--- config.mk ---
export PLATFORM = sky130hd
export DESIGN_NAME = rvv_decode_ctrl
export DESIGN_NICKNAME = d
export VERILOG_FILES = /design/src/rtl/rvv_decode_ctrl.sv
export SDC_FILE = /design/constraint.sdc
export NUM_CORES = 1
export LEC_CHECK = 0
export CORE_MARGIN = 5
export CORE_UTILIZATION = 30
export DETAILED_ROUTE_END_ITERATION = 6
export GPL_ROUTABILITY_DRIVEN = 0
export PLACE_DENSITY = 0.6
export SLEW_MARGIN = 20
export SYNTH_ARGS = -nofsm -noshare
export SYNTH_HDL_FRONTEND = slang
export SYNTH_SLANG_ARGS = --single-unit
--- constraint.sdc ---
create_clock -name clk -period 6.4 [get_ports clk]
set_input_delay 0.96 -clock clk [delete_from_list [all_inputs] [get_ports clk]]
set_output_delay 0.96 -clock clk [all_outputs]
set_load 0.01 [all_outputs]
--- src/rtl/rvv_decode_ctrl.sv ---
// Sequencing controller for the RVV decode unit: tracks issued uops of the head
// instruction, gates decoder pushes against Uops Queue space, and pops the Command Queue.
module rvv_decode_ctrl #(
  parameter int unsigned NUM_DE_UOP      = 4,
  parameter int unsigned UOP_INDEX_WIDTH = 3,
  parameter int unsigned UQ_FREE_WIDTH   = 4,
  parameter int unsigned STALL_CNT_WIDTH = 8
) (
  input  logic                       clk,
  input  logic                       rst_n,
  input  logic                       insts_valid_cq2de,
  input  logic [UOP_INDEX_WIDTH:0]   uop_num,
  input  logic [NUM_DE_UOP-1:0]      uop_valid_de2uq,
  input  logic [UQ_FREE_WIDTH-1:0]   uq_free,
  input  logic                       flush,
  output logic [UOP_INDEX_WIDTH-1:0] uop_index_remain,
  output logic [NUM_DE_UOP-1:0]      push_de2uq,
  output logic                       pop_cq,
  output logic                       busy,
  output logic [STALL_CNT_WIDTH-1:0] stall_cnt,
  output logic                       err
);

  localparam int unsigned NUM_W    = UOP_INDEX_WIDTH + 1;
  localparam int unsigned CNT_W    = $clog2(NUM_DE_UOP + 1);
  localparam int unsigned W0       = (UQ_FREE_WIDTH > NUM_W) ? UQ_FREE_WIDTH : NUM_W;
  localparam int unsigned CW       = ((W0 > CNT_W) ? W0 : CNT_W) + 1;
  localparam int unsigned MAX_UOPS = 1 << UOP_INDEX_WIDTH;

  localparam logic [0:0] IDLE  = 1'b0;
  localparam logic [0:0] SPLIT = 1'b1;

  logic [0:0]                 state, state_nxt;
  logic [UOP_INDEX_WIDTH-1:0] idx_nxt;
  logic [STALL_CNT_WIDTH-1:0] stall_nxt;
  logic                       err_nxt;
  logic [CW-1:0]              v, num, cur, rem, n, sum;
  logic                       contig;

  // State register
  always_ff @(posedge clk or negedge rst_n) begin
    if (!rst_n) begin
      state            <= IDLE;
      uop_index_remain <= '0;
      stall_cnt        <= '0;
      err              <= 1'b0;
    end else begin
      state            <= state_nxt;
      uop_index_remain <= idx_nxt;
      stall_cnt        <= stall_nxt;
      err              <= err_nxt;
    end
  end

  assign busy = (state == SPLIT);

  // Acceptance count, push/pop generation and next-state logic
  always_comb begin
    v = '0;
    for (int unsigned i = 0; i < NUM_DE_UOP; i++) begin
      v = v + CW'(uop_valid_de2uq[i]);
    end
    num    = CW'(uop_num);
    cur    = CW'(uop_index_remain);
    rem    = (num > cur) ? (num - cur) : '0;
    contig = ((uop_valid_de2uq & (uop_valid_de2uq + NUM_DE_UOP'(1))) == '0);

    n = v;
    if (rem < n)              n = rem;
    if (CW'(uq_free) < n)     n = CW'(uq_free);
    if (CW'(NUM_DE_UOP) < n)  n = CW'(NUM_DE_UOP);
    if (!insts_valid_cq2de || flush) n = '0;

    sum    = cur + n;
    pop_cq = (n != '0) && (sum == num);
    for (int unsigned i = 0; i < NUM_DE_UOP; i++) begin
      push_de2uq[i] = (CW'(i) < n);
    end

    state_nxt = state;
    idx_nxt   = uop_index_remain;
    stall_nxt = stall_cnt;
    err_nxt   = err;

    if (flush) begin
      state_nxt = IDLE;
      idx_nxt   = '0;
      stall_nxt = '0;
    end else begin
      if (pop_cq)          idx_nxt = '0;
      else if (n != '0)    idx_nxt = UOP_INDEX_WIDTH'(sum);

      case (state)
        IDLE:    if (n != '0 && !pop_cq) state_nxt = SPLIT;
        SPLIT:   if (pop_cq)             state_nxt = IDLE;
        default:                         state_nxt = IDLE;
      endcase

      if (n != '0)
        stall_nxt = '0;
      else if (insts_valid_cq2de && v != '0 && stall_cnt != '1)
        stall_nxt = stall_cnt + STALL_CNT_WIDTH'(1);
    end

    // Protocol violations latch until reset; the dropped-valid check is waived on flush
    if ((state == SPLIT && !insts_valid_cq2de && !flush) ||
        (insts_valid_cq2de && (num == '0 || num > CW'(MAX_UOPS))) ||
        !contig ||
        (insts_valid_cq2de && v > rem))
      err_nxt = 1'b1;
  end

`ifdef ASSERT_ON
  always_ff @(posedge clk) begin
    if (rst_n) begin
      assert (!pop_cq || insts_valid_cq2de);
      assert (state != SPLIT || !insts_valid_cq2de || err ||
              CW'(uop_index_remain) < CW'(uop_num));
    end
  end
`endif

endmodule

* Word-level counts from Yosys, hierarchy flattened
Cells that the tools add are included.
** Storage, ports and cells
- Output and inout port bits :: 18
- Input bits :: 16
- Logic and storage cells :: 63
- Register bits after elaboration :: 13
** Cells by class
- Mux-type cells :: 15
- Reduce and logical (&&, ||, !) cells :: 23
- Eq/ne operators :: 2
- Bitwise operators :: 2
- $add $sub $neg :: 7
- Magnitude comparators :: 10
** Operators with widths (count)
- two-way mux 5 bit :: 5
- two-way mux 8 bit :: 3
- less-than comparator 1 x 5 -> 1 bit, first input constant :: 2
- less-than comparator 2 x 5 -> 1 bit, first input constant :: 2
- nonzero test 5 bit :: 2
- two-way mux 3 bit :: 3
- adder 8 x 1 -> 8 bit, second input constant :: 1
- logical AND 1 bit :: 8
- logical NOT 4 bit :: 2
- != test 8 bit, second input constant :: 1
- nonzero test 3 bit :: 2
- adder 3 x 5 -> 5 bit :: 1
- == test 5 x 4 -> 1 bit :: 1
- greater-than comparator 4 x 5 -> 1 bit :: 1
- logical OR 1 bit :: 5
- less-than comparator 3 x 5 -> 1 bit, first input constant :: 1
- less-than comparator 4 x 5 -> 1 bit :: 1
- less-than comparator 5 x 4 -> 1 bit :: 1
- subtractor 4 x 3 -> 5 bit :: 1
- adder 3 x 1 -> 4 bit :: 1
- adder 4 x 1 -> 4 bit, second input constant :: 1
- AND 4 bit :: 1
- greater-than comparator 4 x 3 -> 1 bit :: 1
- greater-than comparator 4 bit, second input constant :: 1
- 6 further kinds :: 11

* Longest topological paths before layout
Gate-level depths: netlist (run 1).
- Depth in word-level cells :: 18
- Depth in mapped cells :: 29

* Worst setup path before layout (run 1)
Ideal clock, no wire load.
- Path type :: input-to-output
- From :: in uop_num[0]
- To :: out pop_cq
- Path buffers :: 1
- Arrival :: 5.951 ns
- Stages on the path :: 26
- Path slack :: -0.511 ns
- Required time :: 5.440 ns
- Path through :: inv_1 -> ha_1 -> fa_1 -> a41oi_1 -> o21ai_0 -> ha_1 -> a211o_2 -> nand2_4 -> a2111oi_4 -> a222oi_1 -> ha_1 -> o21ai_1 -> or2b_2 -> a21oi_4 -> a311oi_1 -> buf_4 -> nor2_1 -> a31oi_1 -> xnor2_1 -> ha_1 -> xor2_1 -> nor2_1 -> nand2_1 -> a211o_1 -> a21oi_2 -> and2_1
** On the way
- Word-level cells in the longest chain between the ends :: 12
** RTL lines
- from (decl) :: line 12 : input logic [UOP_INDEX_WIDTH:0] uop_num,
- subtractor 4 x 3 -> 5 bit / greater-than comparator 4 x 3 -> 1 bit (equally long branches) :: line 65 : rem = (num > cur) ? (num - cur) : '0;
- two-way mux 5 bit :: line 65
- less-than comparator 5 x 4 -> 1 bit :: line 69 : if (rem < n) n = rem;
- two-way mux 5 bit :: line 69
- less-than comparator 4 x 5 -> 1 bit :: line 70 : if (CW'(uq_free) < n) n = CW'(uq_free);
- two-way mux 5 bit :: line 70
- less-than comparator 3 x 5 -> 1 bit :: line 71 : if (CW'(NUM_DE_UOP) < n) n = CW'(NUM_DE_UOP);
- two-way mux 5 bit :: line 71
- two-way mux 5 bit :: line 72 : if (!insts_valid_cq2de || flush) n = '0;
- adder 3 x 5 -> 5 bit :: line 74 : sum = cur + n;
- == test 5 x 4 -> 1 bit :: line 75 : pop_cq = (n != '0) && (sum == num);
- logical AND 1 bit (*) :: line 75
- to (decl) :: line 18 : output logic pop_cq,
Every way passes the cells marked *; elsewhere a longest branch is shown, timed or not.

* Worst setup path in the final report (run 1)
Same ends and word-level chain as after synthesis.

==> results of run 1 <==
-- layout make-up --
class	count	area (µm²)	share of cell area (%)
clock buffer	4	45.0	1.67
inverter	10	37.5	1.39
multi-input combinational	154	1360	50.4
sequential	13	325	12.1
tap	70	87.6	3.25
timing repair buffer	102	840	31.2
-- flip-flops by register name (all words and copies together) (netlist names) --
name / flops
busy: 1
err: 1
stall_cnt: 8
uop_index_remain: 3
-- cells by family after synthesis --
group | synth area share (%)
buffers and inverters | 5.31
other | 0.231
AND/OR/NAND/NOR | 23.2
XOR/XNOR | 8.08
adder cells (fa/ha/maj) | 15.6
flip-flops | 20.0
multiplexers | 1.23
AO/OA/AOI/OAI | 26.4
-- cell usage after synthesis, types with 2 or more instances --
master    count
ha_1         17
nor2_1       16
dfrtp_1      13
nand2_1      11
inv_1         9
xor2_1        8
nand3_1       7
xnor2_1       7
a21oi_1       5
and3_1        4
o21ai_0       4
nand4_1       3
nor3_1        3
o211ai_1      3
o21ai_1       3
a211o_2       2
a21oi_2       2
a22o_1        2
a22oi_1       2
a31oi_1       2
and2_1        2
buf_6         2
fa_1          2
mux2i_1       2
nor2b_1       2
o21bai_1      2
o22ai_1       2
o311a_2       2
o31ai_1       2
or2_1         2
or3b_1        2
-- power breakdown --
| group | leakage, nW | internal (mW) | switching (mW) |
|---|---|---|---|
| combinational | 1.03 | 0.285 | 0.224 |
| clock | 0.0228 | 0.0439 | 0.0285 |
| sequential | 0.174 | 0.0892 | 0.00611 |
-- what timing repair did --
action | in CTS | in global routing
setup buffers | 15 | 2
endpoints found under the setup margin | 17 | 17
endpoints found under the hold margin | 0 | 0
pin swaps | 13 | 9
resized for setup | 37 | 13
-- through the flow --
step / instance area (µm²) / instances / setup slack, ps / total power, mW
after floorplan: 1680 / 182 / -313 / 0.337
after global placement: 2450 / 334 / -1520 / 0.518
after CTS: 2650 / 352 / -830 / 0.662
final: 2690 / 353 / -750 / 0.677
after global routing: 2690 / 353 / -1070 / 0.731
after detailed placement: 2450 / 334 / -1570 / 0.524
-- metal layers --
metal  up-vias  wire length (µm)  global-route usage [%]  part of all wire (%)
met5         -                 0                       0                     0
met4         0                86                    2.92                   1.8
met3         8               143                    2.07                   3.0
met2        38              2400                    25.2                    50
met1       815              2190                    17.5                    45
li1        884                 -                       -                     -
-- final timing paths --
check | slack (ps) | from | to
worst max-delay path | -750 | uop_num[0] | pop_cq
worst min-delay path | 550 | err$_DFFE_PN0P_ | err$_DFFE_PN0P_
worst max register to register | 930 | uop_index_remain[0]$_DFFE_PN0P_ | uop_index_remain[0]$_DFFE_PN0P_
worst min register to register | 550 | err$_DFFE_PN0P_ | err$_DFFE_PN0P_
max in group asynchronous | 4890 | rst_n | err$_DFFE_PN0P_
min in group asynchronous | 1110 | rst_n | stall_cnt[5]$_DFFE_PN0P_
-- tightest hold or removal path, cell delays in order (launching register included) --
cell and delay, ps:
dfrtp_1 360, a2111oi_0 80, o211ai_1 70
==> summary.md, run 1 <==
| Metric | Value |
|---|---|
| GRT Overall Usage | 14.0% |
| Startpoint Class | primary input |
| Clk sinks | 13 |
| Initial Util | 31.4% |
| Initial antenna violation count | 0 |
| Clock Skews | 1.38 ps |
| Worst-path clk slew | 50 ps |
| Yosys top cell by area | dfrtp_1 |
| Commonest cells after routing, fill and taps aside | buf_4 (70), clkdlybuf4s50_1 (22), dfrtp_1 (13) |
| CP most frequent cell | buf_4 |
| Most used DFF post-synth | dfrtp_1 |
| Critical path's slowest cell | fa_2 |
| Antenna-violating nets left | 0 |
| Clock root cell | clkbuf_8 |
| Top delay family on crit path | compound AO/OA/AOI/OAI gates |
| HPWL after detailed placement | 3810 µm |
| CTS tree | built |
| Area of the mapped netlist | 0.00163 mm² |
| Max VDD drop | 96.4 µV |
| Failing checks | setup timing |
| CP Max Fanout | 5 |
| Final Util | 52.1% |
| Setup violators final | 2 |
| Total core area | 0.00517 mm² |
| Fin Hold WS | 550 ps |
| Residual DRC | 0 |
| Rows | 26 |
| Final Max Slew Viols | 0 |
| # Max-Cap Violations | 0 |
| First-pass GRT wire length | 8370 µm |
| Clk buf depth | 2 |
| Fmax | 140 MHz |
| FF+latch count, synth | 13 |
| Final setup margin | -750 ps |
| Fillers | 465 |
| Final Critical Period | 7150 ps |
| Drt first pass iters | 4 |
| Final period utilization | 112% |
| Async SR Flop Fraction | 100% |
| Pin count of the biggest net entering global routing | 14 |
| Pwr Density | 251 mW/mm² |
| Die area | 0.00699 mm² |
| RSZ-0062 raised after global routing | true |
| 1st-iter DRT viols | 109 |
| Leakage power | 1.23 nW |
| Mean Syn Cell Area | 8.93 µm² |
| Worst EP arrival | 6190 ps |
| Rel. slew slack | 58.6% |
| Sequential cell area fraction in the yosys report | 20.0% |
| Cells after Synth | 182 |
| Hold-fix buffers, CTS | 0 |
| IO Port Bufs | 33 |
| Routed Wire Length | 4820 µm |
| YS warnings | 0 |
| Vias/cell | 4.94 |
| Synth unique cells | 68 |
| Die height | 83.6 µm |
| Worst Hold Class | register to register |
| Buf/Inv on CP | 6 |
| Critical Path Sink Type | primary output |
| Num CTS Buffers | 3 |
| Net count after synthesis | 217 |
| CP Class | primary input to primary output |
| DR WL/cell | 13.7 µm |
| Grt total ovfl | 0 |
| Cell depth of the worst setup path | 30 |
| Vias | 1745 |
| Die width | 83.6 µm |
| Synth top area cells | dfrtp_1 (20%), ha_1 (13%), xor2_1 (4.3%) |
| Min-Delay Path Depth | 2 |
| Reg2reg path depth | 26 |
| Final nets | 319 |
| Post-synth EDFFs | 0 |
| Vias in the first global route | 1859 |
| Layout cells sized above 1 | 44.2% |
| Setup TNS | -1090 ps |
| Clock latency on the worst-skew pair | 240 ps |
| Most common cell after layout, fill and taps aside | buf_4 |
| CP max stage delay | 440 ps |
| H-tree level count | 1 |
| # IOs | 34 |
| Fin. Hold Viols | 0 |
| Layout area overhead | 65.7% |
| Tightest Pin Transition | 618 ps |
| Diodes inserted | 0 |
| Synth top area share | 20.0% |
| Status | finished, violations left |
| CP Data Required Time | 5440 ps |
(Power assumes the default switching activity.)
==> run 2, diff against run 1 <==
--- a/config.mk
+++ b/config.mk
@@ -10,6 +10,7 @@
 export DETAILED_ROUTE_END_ITERATION = 6
 export GPL_ROUTABILITY_DRIVEN = 0
 export PLACE_DENSITY = 0.6
+export SKIP_LAST_GASP = 1
 export SLEW_MARGIN = 20
 export SYNTH_ARGS = -nofsm -noshare
 export SYNTH_HDL_FRONTEND = slang
==> run 2 against run 1 <==
  * The run still ends with setup timing left
  * Clock power hardly changed
  * Combinational power rose by 5.9%
  * Worst hold slack worse by 3.7 ps
  * Critical path depth fell by 1
  * Count of clock-buffer cells in the layout unchanged
  * Non-clock buffer count rose by 5
  * Design area rose by 3.1%
  * Sequential power hardly changed
  * Largest cell class unchanged
  * Largest power group unchanged
==> summary.md, run 2 (synthesized netlist as in run 1, its figures left out) <==
| Metric | Value |
|---|---|
| Critical Path Sink Type | primary output (unchanged) |
| Final setup margin | -655 ps (was -750 ps) |
| Critical path's slowest cell | fa_1 (was fa_2) |
| Fin. Hold Viols | 0 (unchanged) |
| Num CTS Buffers | 3 (unchanged) |
| 1st-iter DRT viols | 96 (was 109) |
| Vias | 1773 (was 1745) |
| Max VDD drop | 96.4 µV (about the same) |
| Setup TNS | -861 ps (was -1090 ps) |
| Fillers | 465 (unchanged) |
| Vias in the first global route | 1812 (was 1859) |
| Die area | 0.00699 mm² (unchanged) |
| Largest regs | stall_cnt x8, uop_index_remain x3 (unchanged) |
| Initial antenna violation count | 0 (unchanged) |
| Die height | 83.6 µm (unchanged) |
| Grt total ovfl | 0 (unchanged) |
| CP Data Required Time | 5440 ps (about the same) |
| Vias/cell | 4.95 (was 4.94) |
| Antenna-violating nets left | 0 (unchanged) |
| FF/Latch Area | 325 µm² (unchanged) |
| Startpoint Class | primary input (unchanged) |
| Rows | 26 (unchanged) |
| Residual DRC | 0 (unchanged) |
| DR WL/cell | 13.8 µm (was 13.7 µm) |
| First-pass GRT wire length | 8180 µm (was 8370 µm) |
| Layout area overhead | 70.9% (was 65.7%) |
| Die width | 83.6 µm (unchanged) |
| Largest register FFs | 8 (unchanged) |
| R2R Setup Slk | 910 ps (was 930 ps) |
| Total core area | 0.00517 mm² (unchanged) |
| Hold_sp | err$_DFFE_PN0P_ (unchanged) |
| Leakage power | 1.25 nW (was 1.23 nW) |
| Final Max Slew Viols | 0 (unchanged) |
| IO Port Bufs | 33 (unchanged) |
| Worst Hold Class | register to register (unchanged) |
| HPWL after detailed placement | 3810 µm (unchanged) |
| Post-layout instance area | 0.00278 mm² (was 0.00269 mm²) |
| # IOs | 34 (unchanged) |
| Clock latency on the worst-skew pair | 240 ps (about the same) |
| CTS tree | built (unchanged) |
| Clock Skews | 1.65 ps (was 1.38 ps) |
| Tightest Pin Transition | 624 ps (was 618 ps) |
| GRT Overall Usage | 13.6% (was 14.0%) |
| Clk buf depth | 2 (unchanged) |
| Final Critical Period | 7050 ps (was 7150 ps) |
| Clock root cell | clkbuf_8 (unchanged) |
| Pwr Density | 255 mW/mm² (was 251 mW/mm²) |
| Setup violators final | 2 (unchanged) |
| Reg-to-Reg Start | uop_index_remain[0]$_DFFE_PN0P_ (unchanged) |
| Footprint of the multi-input gates | 0.00141 mm² (was 0.00136 mm²) |
| CP max stage delay | 530 ps (was 440 ps) |
| Status | finished, violations left (unchanged) |
| Placed cell area | 0.00245 mm² (unchanged) |
| CP Max Fanout | 4 (was 5) |
| Final nets | 324 (was 319) |
| CP most frequent cell | buf_4 (unchanged) |
| Largest register by flop count | stall_cnt (unchanged) |
| Rel. slew slack | 58.3% (was 58.6%) |
| Final period utilization | 110% (was 112%) |
| Layout cells sized above 1 | 48.3% (was 44.2%) |
| Min-Delay Path Depth | 2 (unchanged) |
| Fmax | 142 MHz (was 140 MHz) |
| Worst-path clk slew | 50 ps (about the same) |
| Failing checks | setup timing (unchanged) |
| Drt first pass iters | 4 (unchanged) |
| Initial Util | 31.4% (unchanged) |
| Diodes inserted | 0 (unchanged) |
| Pin count of the biggest net entering global routing | 14 (unchanged) |
| CP Class | primary input to primary output (unchanged) |
| Worst EP arrival | 6090 ps (was 6190 ps) |
| Reg2reg path depth | 24 (was 26) |
| H-tree level count | 1 (unchanged) |
| Most common cell after layout, fill and taps aside | buf_4 (unchanged) |
| Reg2reg end | uop_index_remain[0]$_DFFE_PN0P_ (unchanged) |
| Final Util | 53.7% (was 52.1%) |
| Clk sinks | 13 (unchanged) |
| # Max-Cap Violations | 0 (unchanged) |
| Hold Crit Endpoint | err$_DFFE_PN0P_ (unchanged) |
| Commonest cells after routing, fill and taps aside | buf_4 (74), clkdlybuf4s50_1 (22), dfrtp_1 (13) (was buf_4 (70), clkdlybuf4s50_1 (22), dfrtp_1 (13)) |
| RSZ-0062 raised after global routing | true (unchanged) |
| Routed Wire Length | 4960 µm (was 4820 µm) |
[run 2: report_power, final]
| group | switching, mW | leakage, nW | internal, mW |
|---|---|---|---|
| clock | 0.0286 | 0.0228 | 0.0439 |
| sequential | 0.00630 | 0.174 | 0.0892 |
| combinational | 0.235 | 1.06 | 0.304 |
| total | 0.270 | 1.25 | 0.437 |
[run 2: metrics by stage]
stage	hold slack, ps	setup WS, ps	cells	power, mW
4_1_cts	553	-1010	352	0.655
2_1_floorplan	546	-313	182	0.337
3_5_place_dp	524	-1570	334	0.524
3_3_place_gp	541	-1520	334	0.518
6_report	546	-655	358	0.707
5_1_grt	612	-951	358	0.761
[run 2: final cells by class]
class	instances	area share, %
Clock buffer	4	1.62
Inverter	10	1.35
Multi-Input combinational cell	154	50.6
Sequential cell	13	11.7
Tap cell	70	3.15
Timing Repair Buffer	107	31.5
[run 2: critical path: cells and delay by family]
kind            cells  cell delay (ps)
compound gates      6             1360
buf+inv            11             1130
simple gates        5              810
xor+xnor            1              160
fa+ha+maj           6             1660
[run 2: how the worst max path moves through the flow]
| stage | depth (start not counted) | end | from |
|---|---|---|---|
| 6_report | 29 | pop_cq | uop_valid_de2uq[1] |
| 3_3_place_gp | 29 | pop_cq | uop_num[0] |
| 2_1_floorplan | 27 | pop_cq | uop_num[0] |
| 5_1_grt | 29 | pop_cq | uop_valid_de2uq[1] |
| 4_1_cts | 31 | pop_cq | uop_num[0] |
| 3_5_place_dp | 29 | pop_cq | uop_num[0] |
[run 2: repair_timing]
action	CTS	global route
buffers inserted	15	8
setup endpoints to repair	17	17
gates resized for setup	28	39
pin swaps	13	21
hold buffers	0	0
[run 2: metal layers]
layer,track usage [%],vias to the layer above,share of wire (%)
li1,-,893,-
met1,17.5,834,44
met2,24.8,40,51
met3,1.88,6,3.4
met4,1.75,0,0.95
met5,0,-,0
==> run 3, diff against run 2 <==
--- a/config.mk
+++ b/config.mk
@@ -7,9 +7,11 @@
 export LEC_CHECK = 0
 export CORE_MARGIN = 5
 export CORE_UTILIZATION = 30
+export CTS_CLUSTER_SIZE = 20
 export DETAILED_ROUTE_END_ITERATION = 6
 export GPL_ROUTABILITY_DRIVEN = 0
 export PLACE_DENSITY = 0.6
+export SKIP_CTS_REPAIR_TIMING = 1
 export SKIP_LAST_GASP = 1
 export SLEW_MARGIN = 20
 export SYNTH_ARGS = -nofsm -noshare
==> run 3 against run 2 <==
  * The flow still finishes with violations (setup timing)
  * First-iteration DRC count is 2.1% lower
  * Die area unchanged
  * Critical path depth up 1
  * Design area is 3.1% lower
  * Total power fell by 7.2%
  * Highest routed layer unchanged
==> summary.md, run 3 (synthesized netlist as in run 1, its figures left out) <==
| Metric | Value |
|---|---|
| Post-layout instance area | 0.00269 mm² (was 0.00278 mm²) |
| Rows | 26 (unchanged) |
| Clk sinks | 13 (unchanged) |
| Worst EP arrival | 6140 ps (was 6090 ps) |
| CTS tree | built (unchanged) |
| # IOs | 34 (unchanged) |
| RSZ-0062 raised after global routing | true (unchanged) |
| Worst Hold Class | register to register (unchanged) |
| Residual DRC | 0 (unchanged) |
| Clk buf depth | 2 (unchanged) |
| Fin. Hold Viols | 0 (unchanged) |
| Critical Path Sink Type | primary output (unchanged) |
| DR WL/cell | 13.7 µm (was 13.8 µm) |
| Rel. slew slack | 59.2% (was 58.3%) |
| Vias in the first global route | 1713 (was 1812) |
| Status | finished, violations left (unchanged) |
| IO Port Bufs | 33 (unchanged) |
| Total core area | 0.00517 mm² (unchanged) |
| H-tree level count | 1 (unchanged) |
| Buf/Inv on CP | 6 (was 11) |
| Startpoint Class | primary input (unchanged) |
| CP Class | primary input to primary output (unchanged) |
| Top delay family on crit path | compound AO/OA/AOI/OAI gates (was adder cells) |
| Diodes inserted | 0 (unchanged) |
| Placed cell area | 0.00245 mm² (unchanged) |
| Final nets | 312 (was 324) |
| Largest regs | stall_cnt x8, uop_index_remain x3 (unchanged) |
| First-pass GRT wire length | 7800 µm (was 8180 µm) |
| Vias/cell | 4.92 (was 4.95) |
| HPWL after detailed placement | 3810 µm (unchanged) |
| Pwr Density | 244 mW/mm² (was 255 mW/mm²) |
| CP Max Fanout | 5 (was 4) |
| Commonest cells after routing, fill and taps aside | buf_4 (62), clkdlybuf4s50_1 (25), nor2_1 (13), dfrtp_1 (13), nand2_1 (10) (was buf_4 (74), clkdlybuf4s50_1 (22), dfrtp_1 (13)) |
| Grt total ovfl | 0 (unchanged) |
| Finished Layout Cells | 346 (was 358) |
| Failing checks | setup timing (unchanged) |
| Initial Util | 31.4% (unchanged) |
| CP Data Required Time | 5440 ps (about the same) |
| Worst-path clk slew | 50 ps (about the same) |
| Leakage power | 1.23 nW (was 1.25 nW) |
| Layout cells sized above 1 | 41.7% (was 48.3%) |
| Placed Cells | 334 (unchanged) |
| CP most frequent cell | ha_4 (was buf_4) |
| Final Max Slew Viols | 0 (unchanged) |
| Largest register FFs | 8 (unchanged) |
| Max VDD drop | 95.8 µV (was 96.4 µV) |
| Final period utilization | 111% (was 110%) |
| 1st-iter DRT viols | 94 (was 96) |
| Layout area overhead | 65.6% (was 70.9%) |
| Final Critical Period | 7100 ps (was 7050 ps) |
| Tightest Pin Transition | 611 ps (was 624 ps) |
| Routed Wire Length | 4750 µm (was 4960 µm) |
| Setup violators final | 3 (was 2) |
| Initial antenna violation count | 0 (unchanged) |
| Most common cell after layout, fill and taps aside | buf_4 (unchanged) |
| Largest register by flop count | stall_cnt (unchanged) |
| Clock Skews | 0.950 ps (was 1.65 ps) |
| Die area | 0.00699 mm² (unchanged) |
| Clock latency on the worst-skew pair | 240 ps (about the same) |
| Vias | 1703 (was 1773) |
| GRT Overall Usage | 13.0% (was 13.6%) |
| Antenna-violating nets left | 0 (unchanged) |
| Fmax | 141 MHz (was 142 MHz) |
| Pin count of the biggest net entering global routing | 14 (unchanged) |
| Final setup margin | -696 ps (was -655 ps) |
| Clock root cell | clkbuf_8 (unchanged) |
| # Max-Cap Violations | 0 (unchanged) |
| Die height | 83.6 µm (unchanged) |
| Drt first pass iters | 4 (unchanged) |
| Critical path's slowest cell | fa_2 (was fa_1) |
| CP max stage delay | 480 ps (was 530 ps) |
| Die width | 83.6 µm (unchanged) |
| Num CTS Buffers | 3 (unchanged) |
## run 3: final cells by class
cell class | instances | area (µm²)
Fill cell | 477 | 2480
Inverter | 10 | 40.0
Timing Repair Buffer | 95 | 810
Tap cell | 70 | 87.6
Clock buffer | 4 | 45.0
Multi-Input combinational cell | 154 | 1380
Sequential cell | 13 | 325
## run 3: where the power goes
part           internal [mW]  total [mW]  switching [mW]
clock                 0.0439      0.0718          0.0279
combinational          0.270       0.489           0.220
sequential            0.0892      0.0955         0.00625
total                  0.403       0.656           0.254
## run 3: routing by layer
| metal | part of all wire [%] | vias to the layer above | global-route usage (%) |
|---|---|---|---|
| met3 | 2.3 | 4 | 1.78 |
| li1 | - | 871 | - |
| met1 | 47 | 803 | 17.3 |
| met2 | 50 | 25 | 22.9 |
| met5 | 0 | - | 0 |
| met4 | 1.0 | 0 | 1.32 |
## run 3: path summary, 6_finish.rpt
kind                       depth (start not counted)                            start  slack (ps)                         endpoint
setup / recovery                                  30                       uop_num[0]        -700                           pop_cq
hold / removal                                     2                  err$_DFFE_PN0P_         550                  err$_DFFE_PN0P_
setup reg to reg                                  24  uop_index_remain[0]$_DFFE_PN0P_         780  uop_index_remain[2]$_DFFE_PN0P_
hold reg to reg                                    2                  err$_DFFE_PN0P_         550                  err$_DFFE_PN0P_
max in group asynchronous                          1                            rst_n        4900         stall_cnt[2]$_DFFE_PN0P_
min in group asynchronous                          1                            rst_n        1110         stall_cnt[4]$_DFFE_PN0P_
## run 3: worst min-delay path, delay by kind of cell, from the launching register on
family / cells / cell delay (ps)
compound gates: 2 / 150
flops: 1 / 360
## run 3: per-stage QoR
step	hold slack, ps	TNS [ps]	power (mW)	setup WS (ps)	util (%)
6_report	547	-1270	0.656	-696	52.0
5_1_grt	612	-2140	0.709	-980	52.0
4_1_cts	553	-5650	0.599	-1580	48.2
3_5_place_dp	524	-8520	0.524	-1570	47.4
3_3_place_gp	541	-7590	0.518	-1520	47.4
2_1_floorplan	546	-313	0.337	-313	-
